===== config.mk =====
export PLATFORM = sky130hd
export DESIGN_NAME = stage1_controller
export DESIGN_NICKNAME = d
export VERILOG_FILES = /design/src/rtl/stage1_controller.sv
export SDC_FILE = /design/constraint.sdc
export NUM_CORES = 1
export LEC_CHECK = 0
export ABC_AREA = 1
export CORE_MARGIN = 5
export CORE_UTILIZATION = 47
export DETAILED_ROUTE_END_ITERATION = 10
export PLACE_DENSITY = 0.76
export REMOVE_ABC_BUFFERS = 1
export SETUP_SLACK_MARGIN = 0.15
export SKIP_CTS_REPAIR_TIMING = 1
export SYNTH_ARGS = -nofsm -noshare
export SYNTH_HDL_FRONTEND = slang
export SYNTH_SLANG_ARGS = --single-unit

===== constraint.sdc =====
create_clock -name clk -period 2.25 [get_ports clk]
set_clock_uncertainty 0.1 [all_clocks]
set_input_delay 0.5625 -clock clk [delete_from_list [all_inputs] [get_ports clk]]
set_output_delay 0.5625 -clock clk [all_outputs]
set_load 0.05 [all_outputs]

===== src/rtl/stage1_controller.sv =====
// -----------------------------------------------------------------------------
// stage1_controller
//
// Sequencer and two-way round-robin arbiter for the stage-1 operand-read path.
// Port 0 (instruction sequencer) and port 1 (debug/monitor) share the stage-1
// source mux. One request is accepted at a time. Its select and source byte are
// registered onto the mux. The block then either handshakes a variable-latency
// RAM/device read, captures the constant path directly, or flags a reserved
// select. The captured 32-bit value and an error flag are returned to the owner.
//
// Parameters:
//   TIMEOUT_CYCLES : max WAIT cycles before a read is aborted (1..255)
//
// Ports:
//   clk, reset_n                 : clock (rising edge), async active-low reset
//   req{0,1}_valid/_sel/_source  : request, source select, address/constant
//   req{0,1}_ready               : request accepted this cycle (IDLE only)
//   rsp{0,1}_valid               : one-cycle response strobe to the owner
//   rsp_data, rsp_error          : shared response value and error flag
//   mblock_s1, vr_source         : registered select/source to the stage-1 mux
//   vr_value                     : stage-1 mux output
//   ram_rd_en/ram_rd_ack         : RAM read request (held until ack) and ack
//   dev_rd_en/dev_rd_ack         : input-device read request and ack
// -----------------------------------------------------------------------------
module stage1_controller #(
    parameter int unsigned TIMEOUT_CYCLES = 15
) (
    input  logic        clk,
    input  logic        reset_n,
    input  logic        req0_valid,
    input  logic        req1_valid,
    output logic        req0_ready,
    output logic        req1_ready,
    input  logic [1:0]  req0_sel,
    input  logic [1:0]  req1_sel,
    input  logic [7:0]  req0_source,
    input  logic [7:0]  req1_source,
    output logic        rsp0_valid,
    output logic        rsp1_valid,
    output logic [31:0] rsp_data,
    output logic        rsp_error,
    output logic [1:0]  mblock_s1,
    output logic [7:0]  vr_source,
    input  logic [31:0] vr_value,
    output logic        ram_rd_en,
    input  logic        ram_rd_ack,
    output logic        dev_rd_en,
    input  logic        dev_rd_ack
);

    typedef enum logic [1:0] {
        ST_IDLE,
        ST_WAIT,
        ST_CAPTURE,
        ST_RESP
    } state_t;

    localparam logic [1:0] SEL_RAM   = 2'd0;
    localparam logic [1:0] SEL_DEV   = 2'd2;
    localparam logic [1:0] SEL_CONST = 2'd3;

    // Counter value in the last allowed WAIT cycle.
    localparam logic [7:0] CNT_LAST = 8'(TIMEOUT_CYCLES - 1);

    // Registered state
    state_t      r_state;
    logic        r_last_grant;
    logic        r_owner;
    logic [1:0]  r_mblock_s1;
    logic [7:0]  r_vr_source;
    logic [31:0] r_rsp_data;
    logic        r_rsp_error;
    logic        r_ram_rd_en;
    logic        r_dev_rd_en;
    logic [7:0]  r_wait_cnt;

    // Next-state values
    state_t      n_state;
    logic        n_last_grant;
    logic        n_owner;
    logic [1:0]  n_mblock_s1;
    logic [7:0]  n_vr_source;
    logic [31:0] n_rsp_data;
    logic        n_rsp_error;
    logic        n_ram_rd_en;
    logic        n_dev_rd_en;
    logic [7:0]  n_wait_cnt;

    // Arbitration / handshake wires
    logic        w_gnt;
    logic        w_ready0;
    logic        w_ready1;
    logic        w_accept;
    logic [1:0]  w_sel;
    logic [7:0]  w_src;
    logic        w_ack;

    // With both ports requesting, the port opposite the last owner wins;
    // otherwise the lone requester is granted.
    assign w_gnt    = (req0_valid && req1_valid) ? ~r_last_grant : req1_valid;
    assign w_ready0 = (r_state == ST_IDLE) && req0_valid && !w_gnt;
    assign w_ready1 = (r_state == ST_IDLE) && req1_valid &&  w_gnt;
    assign w_accept = w_ready0 || w_ready1;
    assign w_sel    = w_gnt ? req1_sel    : req0_sel;
    assign w_src    = w_gnt ? req1_source : req0_source;

    // Only the ack for the read actually in flight counts; the rd_en flags
    // are low outside WAIT, so stray acks elsewhere are filtered too.
    assign w_ack = (r_ram_rd_en && ram_rd_ack) || (r_dev_rd_en && dev_rd_ack);

    always_ff @(posedge clk or negedge reset_n) begin
        if (!reset_n) begin
            r_state      <= ST_IDLE;
            r_last_grant <= 1'b1;
            r_owner      <= 1'b0;
            r_mblock_s1  <= 2'b11;
            r_vr_source  <= '0;
            r_rsp_data   <= '0;
            r_rsp_error  <= 1'b0;
            r_ram_rd_en  <= 1'b0;
            r_dev_rd_en  <= 1'b0;
            r_wait_cnt   <= '0;
        end else begin
            r_state      <= n_state;
            r_last_grant <= n_last_grant;
            r_owner      <= n_owner;
            r_mblock_s1  <= n_mblock_s1;
            r_vr_source  <= n_vr_source;
            r_rsp_data   <= n_rsp_data;
            r_rsp_error  <= n_rsp_error;
            r_ram_rd_en  <= n_ram_rd_en;
            r_dev_rd_en  <= n_dev_rd_en;
            r_wait_cnt   <= n_wait_cnt;
        end
    end

    always_comb begin
        n_state      = r_state;
        n_last_grant = r_last_grant;
        n_owner      = r_owner;
        n_mblock_s1  = r_mblock_s1;
        n_vr_source  = r_vr_source;
        n_rsp_data   = r_rsp_data;
        n_rsp_error  = r_rsp_error;
        n_ram_rd_en  = r_ram_rd_en;
        n_dev_rd_en  = r_dev_rd_en;
        n_wait_cnt   = r_wait_cnt;

        unique case (r_state)
            ST_IDLE: begin
                if (w_accept) begin
                    n_owner     = w_gnt;
                    n_mblock_s1 = w_sel;
                    n_vr_source = w_src;
                    n_wait_cnt  = '0;
                    case (w_sel)
                        SEL_RAM: begin
                            n_state     = ST_WAIT;
                            n_ram_rd_en = 1'b1;
                        end
                        SEL_DEV: begin
                            n_state     = ST_WAIT;
                            n_dev_rd_en = 1'b1;
                        end
                        SEL_CONST: begin
                            n_state = ST_CAPTURE;
                        end
                        default: begin
                            // Reserved select: answer with an error, no read.
                            n_state     = ST_RESP;
                            n_rsp_data  = '0;
                            n_rsp_error = 1'b1;
                        end
                    endcase
                end
            end

            ST_WAIT: begin
                // Ack is checked first so it wins in the final allowed cycle.
                if (w_ack) begin
                    n_rsp_data  = vr_value;
                    n_rsp_error = 1'b0;
                    n_ram_rd_en = 1'b0;
                    n_dev_rd_en = 1'b0;
                    n_state     = ST_RESP;
                end else if (r_wait_cnt == CNT_LAST) begin
                    n_rsp_data  = '0;
                    n_rsp_error = 1'b1;
                    n_ram_rd_en = 1'b0;
                    n_dev_rd_en = 1'b0;
                    n_state     = ST_RESP;
                end else begin
                    n_wait_cnt = r_wait_cnt + 8'd1;
                end
            end

            ST_CAPTURE: begin
                n_rsp_data  = vr_value;
                n_rsp_error = 1'b0;
                n_state     = ST_RESP;
            end

            ST_RESP: begin
                n_last_grant = r_owner;
                n_state      = ST_IDLE;
            end

            default: begin
                n_state = ST_IDLE;
            end
        endcase
    end

    assign req0_ready = w_ready0;
    assign req1_ready = w_ready1;
    assign rsp0_valid = (r_state == ST_RESP) && !r_owner;
    assign rsp1_valid = (r_state == ST_RESP) &&  r_owner;
    assign rsp_data   = r_rsp_data;
    assign rsp_error  = r_rsp_error;
    assign mblock_s1  = r_mblock_s1;
    assign vr_source  = r_vr_source;
    assign ram_rd_en  = r_ram_rd_en;
    assign dev_rd_en  = r_dev_rd_en;

endmodule


# Word-level counts from Yosys, hierarchy flattened
# Index checks and enable logic that the tools add are counted.
dict set report word_totals {
  ff_bits 57
  inputBits 58
  out_inout_bits 49
  word_cells 80
}
dict set report classes {
  add_sub_neg 1
  n_eq_ne 13
  muxes 30
  n_bitwise 1
  reduce_logical 25
}
# op n
set ops {}
lappend ops {{$mux W32} 4}
lappend ops {{$pmux W32 S3} 1}
lappend ops {{$mux W8} 4}
lappend ops {{$pmux W8 S2} 1}
lappend ops {{$reduce_and A4 Y1} 4}
lappend ops {{$mux W1} 11}
lappend ops {{$logic_and A1 B1 Y1} 9}
lappend ops {{$add A8 B1 Y8 const B} 1}
lappend ops {{$eq A2 B2 Y1 const B} 4}
lappend ops {{$eq A8 B4 Y1 const B} 1}
lappend ops {{$mux W2} 4}
lappend ops {{$ne A2 B2 Y1 const B} 4}
lappend ops {{$pmux W2 S4} 1}
lappend ops {{$logic_not A2 Y1} 2}
lappend ops {{$ne A2 B1 Y1 const B} 2}
lappend ops {{$pmux W1 S2} 2}
lappend ops {{$pmux W2 S2} 1}
lappend ops {{$reduce_and A2 Y1} 2}
lappend ops {{$ne A3 B3 Y1 const B} 1}
lappend ops {{$pmux W1 S3} 1}
lappend ops {{$reduce_bool A3 Y1} 1}
lappend ops {{$reduce_or A3 Y1} 1}
lappend ops {{$eq A2 B1 Y1 const B} 1}
lappend ops {{$logic_not A1 Y1} 2}
lappend ops {{other kinds (4)} 5}

# Depth between registers and ports, before layout
dict set report depth {
  depth_word 8
  ltp_mapped 11
  depth_no_buf 10
}

# Worst setup path before layout
# No wires, ideal clock.
dict set report synth_timing {
  kind {register to output}
  start {reg r_state[0]}
  end {out req0_ready}
  t_arrival_ps 2009
  slack_ps -421
  path_stages_with_launch 6
  n_path_buf 1
  cell_sequence {dfrtp_1 > inv_1 > ha_1 > buf_2 > inv_1 > nor3_1}
}
dict set report synth_between {
  elab_chain_len 3
}
# item line_no
set synth_lines {}
lappend synth_lines {{start, declared} 66} ;# state_t r_state;
lappend synth_lines {{start signal, assigned} 124} ;# r_state <= n_state;
lappend synth_lines {{$logic_not A2 Y1} 101} ;# assign w_ready0 = (r_state == ST_IDLE) && req0_valid && !w_gnt;
lappend synth_lines {{$logic_and A1 B1 Y1 (2 in series)} 101}
lappend synth_lines {{end, declared} 32} ;# output logic req0_ready,
# Every way passes these cells.

# Worst setup path after layout
# Ends and elaborated chain as after synthesis.

==> report_table.html <==
<table>
<tr><th>Metric</th><th>Value</th></tr>
<tr><th colspan="2">Run status</th></tr>
<tr><td>Status</td><td>finished, final reports clean</td></tr>
<tr><th colspan="2">Pwr</th></tr>
<tr><td>Power density relative to cell area</td><td>1660 mW/mm2</td></tr>
<tr><td>Worst vdd rail ir drop</td><td>0.944 mV</td></tr>
<tr><td>Leakage power figure</td><td>0.00311 uW</td></tr>
<tr><th colspan="2">Routing</th></tr>
<tr><td>Average via count per standard cell</td><td>5.02</td></tr>
<tr><td>Router iterations before antenna repair</td><td>4</td></tr>
<tr><td>Count of routing violations after the opening detailed-route iteration</td><td>142</td></tr>
<tr><td>Number of nets still failing antenna checks after routing</td><td>0</td></tr>
<tr><td>Routed len/inst</td><td>14.1 um</td></tr>
<tr><td>Via count of the routed design</td><td>3401</td></tr>
<tr><td>Remaining design rule violation count</td><td>0</td></tr>
<tr><td>Routed Wire Length</td><td>9580 um</td></tr>
<tr><th colspan="2">Logic synthesis</th></tr>
<tr><td>Most numerous cell types in the synthesized netlist</td><td>122 x sky130_fd_sc_hd__nand2_1, 54 x sky130_fd_sc_hd__dfrtp_1, 54 x sky130_fd_sc_hd__inv_1, 54 x sky130_fd_sc_hd__nor2_1, 39 x sky130_fd_sc_hd__nand3_1</td></tr>
<tr><td>Synth top area cells</td><td>sky130_fd_sc_hd__dfrtp_1 39%, sky130_fd_sc_hd__nand2_1 13%, sky130_fd_sc_hd__o21bai_1 7.4%</td></tr>
<tr><td>Distinct cells, synth</td><td>31</td></tr>
<tr><td>Post-Synthesis Mean Instance Area</td><td>7.67 um2</td></tr>
<tr><td>Most used flip-flop cell after synthesis</td><td>sky130_fd_sc_hd__dfrtp_1</td></tr>
<tr><td>Area fraction of the dominant cell type after synthesis</td><td>39.0%</td></tr>
<tr><td>Post-synth design cell area</td><td>0.00347 mm2</td></tr>
<tr><td>Async set-or-reset flop fraction in the synthesized netlist</td><td>100%</td></tr>
<tr><td>Register bit count reported by yosys</td><td>57</td></tr>
<tr><td>Sequential element share of the synthesized area</td><td>41.3%</td></tr>
<tr><td>Gate count after technology mapping</td><td>452</td></tr>
<tr><td>Synth Warn #</td><td>0</td></tr>
<tr><td>Area leader, netlist</td><td>sky130_fd_sc_hd__dfrtp_1</td></tr>
<tr><td>Most frequently used cell type in the post-synthesis netlist</td><td>sky130_fd_sc_hd__nand2_1</td></tr>
<tr><td>Count of flip-flops with a built-in enable after synthesis</td><td>0</td></tr>
<tr><th colspan="2">STA</th></tr>
<tr><td>Count of final hold-check violations</td><td>0</td></tr>
<tr><td>Worst hold slack</td><td>0.0941 ns</td></tr>
<tr><td>Setup repair after global routing missed its margin</td><td>yes</td></tr>
<tr><td>Clock period minus worst slack</td><td>2.17 ns</td></tr>
<tr><td>Number of endpoints failing setup at the final stage</td><td>0</td></tr>
<tr><td>Slew margin rel.</td><td>60.7%</td></tr>
<tr><td>Timing-limited maximum frequency</td><td>460 MHz</td></tr>
<tr><td>Final sum of negative setup slack</td><td>0 ns</td></tr>
<tr><td>Slew at the pin closest to its max-slew limit</td><td>0.588 ns</td></tr>
<tr><td>Max-slew violation count</td><td>0</td></tr>
<tr><td>Worst Setup Slack, final</td><td>0.0752 ns</td></tr>
<tr><td>Part of the cycle the worst path needs</td><td>96.7%</td></tr>
<tr><th colspan="2">CTS</th></tr>
<tr><td>Buffer type at the clock tree root</td><td>sky130_fd_sc_hd__clkbuf_8</td></tr>
<tr><td>TritonCTS clock tree</td><td>yes</td></tr>
<tr><td>Number of sinks on the clock net</td><td>57</td></tr>
<tr><td>Clock transition at the registers of the reported paths</td><td>0.07 ns</td></tr>
<tr><td>Number of buffers created by CTS</td><td>9</td></tr>
<tr><td>Clock network latency to the later pin of the worst-skew pair</td><td>0.34 ns</td></tr>
<tr><td>Deepest clock path buffer count</td><td>2</td></tr>
<tr><td>H-tree lvl count</td><td>3</td></tr>
<tr><th colspan="2">Setup path</th></tr>
<tr><td>Crit. Startpoint</td><td>r_state[0]$_DFFE_PN0P_</td></tr>
<tr><td>Critical Path Fanout Max</td><td>5</td></tr>
<tr><td>Critical path data arrival time</td><td>1.51 ns</td></tr>
<tr><td>Startpoint of the worst register-to-register path</td><td>r_state[1]$_DFFE_PN0P_</td></tr>
<tr><td>Nature of the critical path startpoint</td><td>register</td></tr>
<tr><td>Slowest-stage cell, CP</td><td>sky130_fd_sc_hd__dfrtp_2</td></tr>
<tr><td>Endpoint type of the worst setup path</td><td>primary output</td></tr>
<tr><td>Worst-path cell chain</td><td>inv_2 &gt; ha_4 &gt; inv_1 &gt; nor3_2 &gt; buf_4 &gt; buf_12</td></tr>
<tr><td>Category of the critical setup timing path</td><td>reg2out</td></tr>
<tr><td>Delay contributed by the slowest stage of the critical path</td><td>0.44 ns</td></tr>
<tr><td>Critical path required time</td><td>1.59 ns</td></tr>
<tr><th colspan="2">Place</th></tr>
<tr><td>Area after detailed placement</td><td>0.00478 mm2</td></tr>
<tr><td>Port Buffers</td><td>106</td></tr>
<tr><td>DP Worst Slack</td><td>-0.183 ns</td></tr>
<tr><td>Global placement routability congestion</td><td>0.810</td></tr>
<tr><td>HPWL Detailed</td><td>6570 um</td></tr>
<tr><td>Cell count after placement</td><td>659</td></tr>
<tr><th colspan="2">Floorplanning</th></tr>
<tr><td>Width of the chip</td><td>95.9 um</td></tr>
<tr><td>Starting utilization of the core area</td><td>48.0%</td></tr>
<tr><td>DIE AREA</td><td>0.00919 mm2</td></tr>
<tr><td>Std-Cell Rows</td><td>31</td></tr>
<tr><td>Total I/O pin count</td><td>107</td></tr>
<tr><td>Floorplan Core Area</td><td>0.00721 mm2</td></tr>
<tr><td>Y dimension of the die</td><td>95.9 um</td></tr>
<tr><th colspan="2">Cells and area</th></tr>
<tr><td>Filler-free cell count of the finished design</td><td>678</td></tr>
<tr><td>Total inserted antenna cells</td><td>0</td></tr>
<tr><td>Number of nets at the end of the flow</td><td>639</td></tr>
<tr><td>Area of all placed cells without fillers</td><td>0.00516 mm2</td></tr>
<tr><td>Fraction of final layout cells with drive strength greater than 1</td><td>17.1%</td></tr>
<tr><td>Area added between synthesis and finish</td><td>48.8%</td></tr>
<tr><th colspan="2">Worst hold path</th></tr>
<tr><td>Worst hold-check path type</td><td>in2async</td></tr>
<tr><th colspan="2">GRT</th></tr>
<tr><td>Antenna violations before repair</td><td>0</td></tr>
<tr><td>Via count of the first global-routing pass</td><td>3421</td></tr>
<tr><td>Pin count of the biggest net entering global routing</td><td>34</td></tr>
<tr><td>First-pass GRT wire length</td><td>15500 um</td></tr>
<tr><td>Remaining Overflow, GRT</td><td>0</td></tr>
<tr><td>Global Route Usage Sum</td><td>21.4%</td></tr>
<tr><th colspan="2">Job</th></tr>
<tr><td>Max-Cap Viols</td><td>0</td></tr>
</table>
## per-layer routing
metal  share of wire (%)  up-vias  global-route usage [%]
met5                   0        -                       0
met4                0.75        0                    5.33
met3                 8.8        7                    6.41
met2                  48      131                    35.6
met1                  42     1596                    27.5
li1                    -     1667                       -
## power by group
group | switching, uW | internal, uW | leakage (uW)
Sequential | 286 | 1490 | 0.000739
Clock | 404 | 602 | 0.000107
Combinational | 3770 | 2000 | 0.00227
## final timing paths
check	endpoint	cells past startpoint	slack [ns]
worst max-delay path	req0_ready	6	0.08
worst min-delay path	r_state[1]$_DFFE_PN0P_	1	0.09
worst max register to register	rsp_data[14]$_DFFE_PN0P_	10	0.41
worst min register to register	r_last_grant$_DFFE_PN1N_	2	0.38
max in group asynchronous	mblock_s1[0]$_DFFE_PN1P_	2	1.36
min in group clk	r_last_grant$_DFFE_PN1N_	2	0.38
## sequential cells by signal, summed over array words and instances (netlist names)
signal        count
r_last_grant      1
rsp_data         32
r_wait_cnt        8
r_owner           1
rsp_error         1
dev_rd_en         1
r_state           2
mblock_s1         2
ram_rd_en         1
vr_source         8
## layout make-up
| cell class | count | area [um2] |
|---|---|---|
| timing repair buffer | 135 | 1490 |
| multi-input combinational | 313 | 1690 |
| sequential | 57 | 1430 |
| fill | 590 | 2060 |
| clock inverter | 2 | 35.0 |
| clock buffer | 14 | 173 |
| tap | 99 | 124 |
| inverter | 58 | 218 |
## per-stage QoR
stage          power (uW)  utilization [%]
2_1_floorplan        5270                -
5_1_grt              9130             71.5
3_5_place_dp         7400             66.3
6_report             8550             71.5
4_1_cts              8440             69.1
3_3_place_gp         7310             66.3
## placed cells by master (no fill, tap or decap), drive strengths merged
| cell | Yosys | layout |
|---|---|---|
| clkinv | 1 | 2 |
| dfstp | 3 | 3 |
| o21ai | 11 | 11 |
| nand3 | 52 | 52 |
| buf | 19 | 38 |
| a31oi | 10 | 10 |
| dlymetal6s2s | 0 | 43 |
| bufinv | 0 | 1 |
| nand4 | 3 | 3 |
| nand2 | 131 | 131 |
| a21oi | 2 | 2 |
| clkdlybuf4s50 | 0 | 54 |
| or2 | 2 | 2 |
| o21bai | 34 | 34 |
| inv | 57 | 57 |
| nor3 | 1 | 1 |
| nor2 | 57 | 58 |
| xor2 | 2 | 2 |
| clkbuf | 6 | 14 |
| ha | 7 | 7 |
| dfrtp | 54 | 54 |
## cell families (layout without fill, tap and decap cells)
kind of cell,Yosys count,count (layout),share of synthesized area [%]
adder cells (fa/ha/maj),7,7,2.53
flip-flops,57,57,41.3
AO/OA/AOI/OAI,57,57,11.8
AND/OR/NAND/NOR,246,247,32.9
buffers and inverters,83,209,11.0
XOR/XNOR,2,2,0.506
## worst max-delay path: cells and delay by family (launching register included)
family | cells | cell delay (ns)
flops | 1 | 0.44
buf+inv | 4 | 0.40
fa+ha+maj | 1 | 0.16
simple gates | 1 | 0.16
Note: power is estimated with default switching activity, not from simulation.
==> RTL change, RTL diff (same settings) <==
Register the output `rsp_error` once more, with the module's reset; this adds one clock of latency there. The other outputs are not delayed to match.
--- a/src/rtl/stage1_controller.sv
+++ b/src/rtl/stage1_controller.sv
@@ -217,5 +217,11 @@
     assign rsp1_valid = (r_state == ST_RESP) &&  r_owner;
     assign rsp_data   = r_rsp_data;
-    assign rsp_error  = r_rsp_error;
+    always_ff @(posedge clk or negedge reset_n) begin
+        if (!reset_n) begin
+            rsp_error <= '0;
+        end else begin
+            rsp_error <= r_rsp_error;
+        end
+    end
     assign mblock_s1  = r_mblock_s1;
     assign vr_source  = r_vr_source;
Behaviour: not the same (a bounded check fails within 4 cycles, from zero or initial values and one cycle with reset_n low).
==> RTL change against the unedited design <==
- area after synthesis rose by 0.72%
- sequential cell count increased by 1
- first-iteration DRC count fell by 18%
- power up 1.2%
- cell area rose by 2.1%
- routed wire length is 4.4% lower
- final cell count is 1.0% higher
- clock power decreased by 7%
- setup slack got worse by 7.4 ps
==> RTL change: results <==
[run_status]
outcome = completed

[power]
leakage_nw = 3.18
irDropWorstVdd_uv = 925

[placed_design]
place_hpwl_microns = 6410
pre_cts_ws_ps = -140
port_buffers = 106
place_congestion = 0.808
place_area_sq_um = 4910
dp.cells = 665

[route]
wl_per_cell_microns = 13.4
routed_via_density = 4.87
firstDrtPassIters = 4
drtIter0Drc = 116
vias = 3337

[synth]
avgSynthCellArea_sq_um = 7.71
synth_common_cells = nand2_1 (122), dfrtp_1 (55), inv_1 (54), nor2_1 (54), nand3_1 (39)
synth-compound-area-share = 0.117
ys_seq_area_frac = 0.417
async_flop_share = 1.00
yosysWarnings = 0
ys_types = 31
ys.flop_type = dfrtp_1
yosys.area_share.adder = 0.0251
synthTopCellsByArea = dfrtp_1 (39%), nand2_1 (13%), o21bai_1 (7.3%)
synth_xor_area_frac = 0.00502
synth_most_common_cell = nand2_1
synth.area.mux_share = 0

[cts]
clk_path_buf_depth = 2
h-tree-depth = 3
path_clk_slew_ps = 70
cts_root_buffer = clkbuf_8
clk_latency_ps = 340
numCtsBuffers = 9

[global_routing]
grt_pass1_vias = 3402
grt_pass1_wl_microns = 15700
grt_usage = 0.215
antenna_found_initial = 0
grt_max_degree = 34

[sta]
worst_pin_slew_ps = 579
fin_hold_ws_ps = 34.1
post-route-period-util = 0.970

[layout]
largest_reg_flops = 32
layout.nets = 646
drive_above_1_share = 0.183
diodes = 0
fill_cells = 570

[hold_path]
hp-class = in -> async

[setup_path]
rrSetupSlack_ps = 330
crit_fanout = 5
worstPathArrival_ps = 1520
==> RTL change: layer usage <==
metal  part of all wire  GRT usage  wire length [microns]  up-vias
met2               0.49      0.350                   4480      107
met4              0.014     0.0829                    124        0
li1                   -          -                      -     1676
met1               0.43      0.273                   3900     1540
met5                  0          0                      0        -
met3              0.071     0.0555                    647       14
==> RTL change: worst max-delay path: stages, from the launching register on <==
cell and delay [ps]:
dfrtp_1 430, inv_2 100, ha_4 160, inv_2 50
nor3_2 170, buf_4 140, buf_12 120
==> RTL change: final timing paths <==
check                            startpoint            to  cells past startpoint
max in group asynchronous           reset_n  mblock_s1[1]                      2
worst min register to register  r_rsp_error     rsp_error                      0
worst max-delay path             r_state[1]    req0_ready                      6
worst max register to register   r_state[1]  rsp_data[28]                      9
min in group clk                r_rsp_error     rsp_error                      0
worst min-delay path                reset_n       r_owner                      1
==> RTL change: cell families (layout without fill, tap and decap cells) <==
logic type | Yosys count | after routing
compound gates | 57 | 57
xor+xnor | 2 | 2
fa+ha+maj | 7 | 7
buf+inv | 83 | 216
flops | 58 | 58
simple gates | 246 | 246
==> RTL change: cell type report <==
type,count,area (sq um),share of cell area
inverter,58,218,0.0413
tap,99,124,0.0235
sequential,58,1460,0.277
timing repair buffer,142,1600,0.304
clock inverter,4,25.0,0.00475
multi-input combinational,312,1680,0.319
clock buffer,12,165,0.0314
==> RTL change: report_power, final <==
| group | switching [mW] | internal, mW | total (mW) |
|---|---|---|---|
| sequential | 0.278 | 1.52 | 1.80 |
| combinational | 3.72 | 2.20 | 5.92 |
| clock | 0.450 | 0.486 | 0.936 |
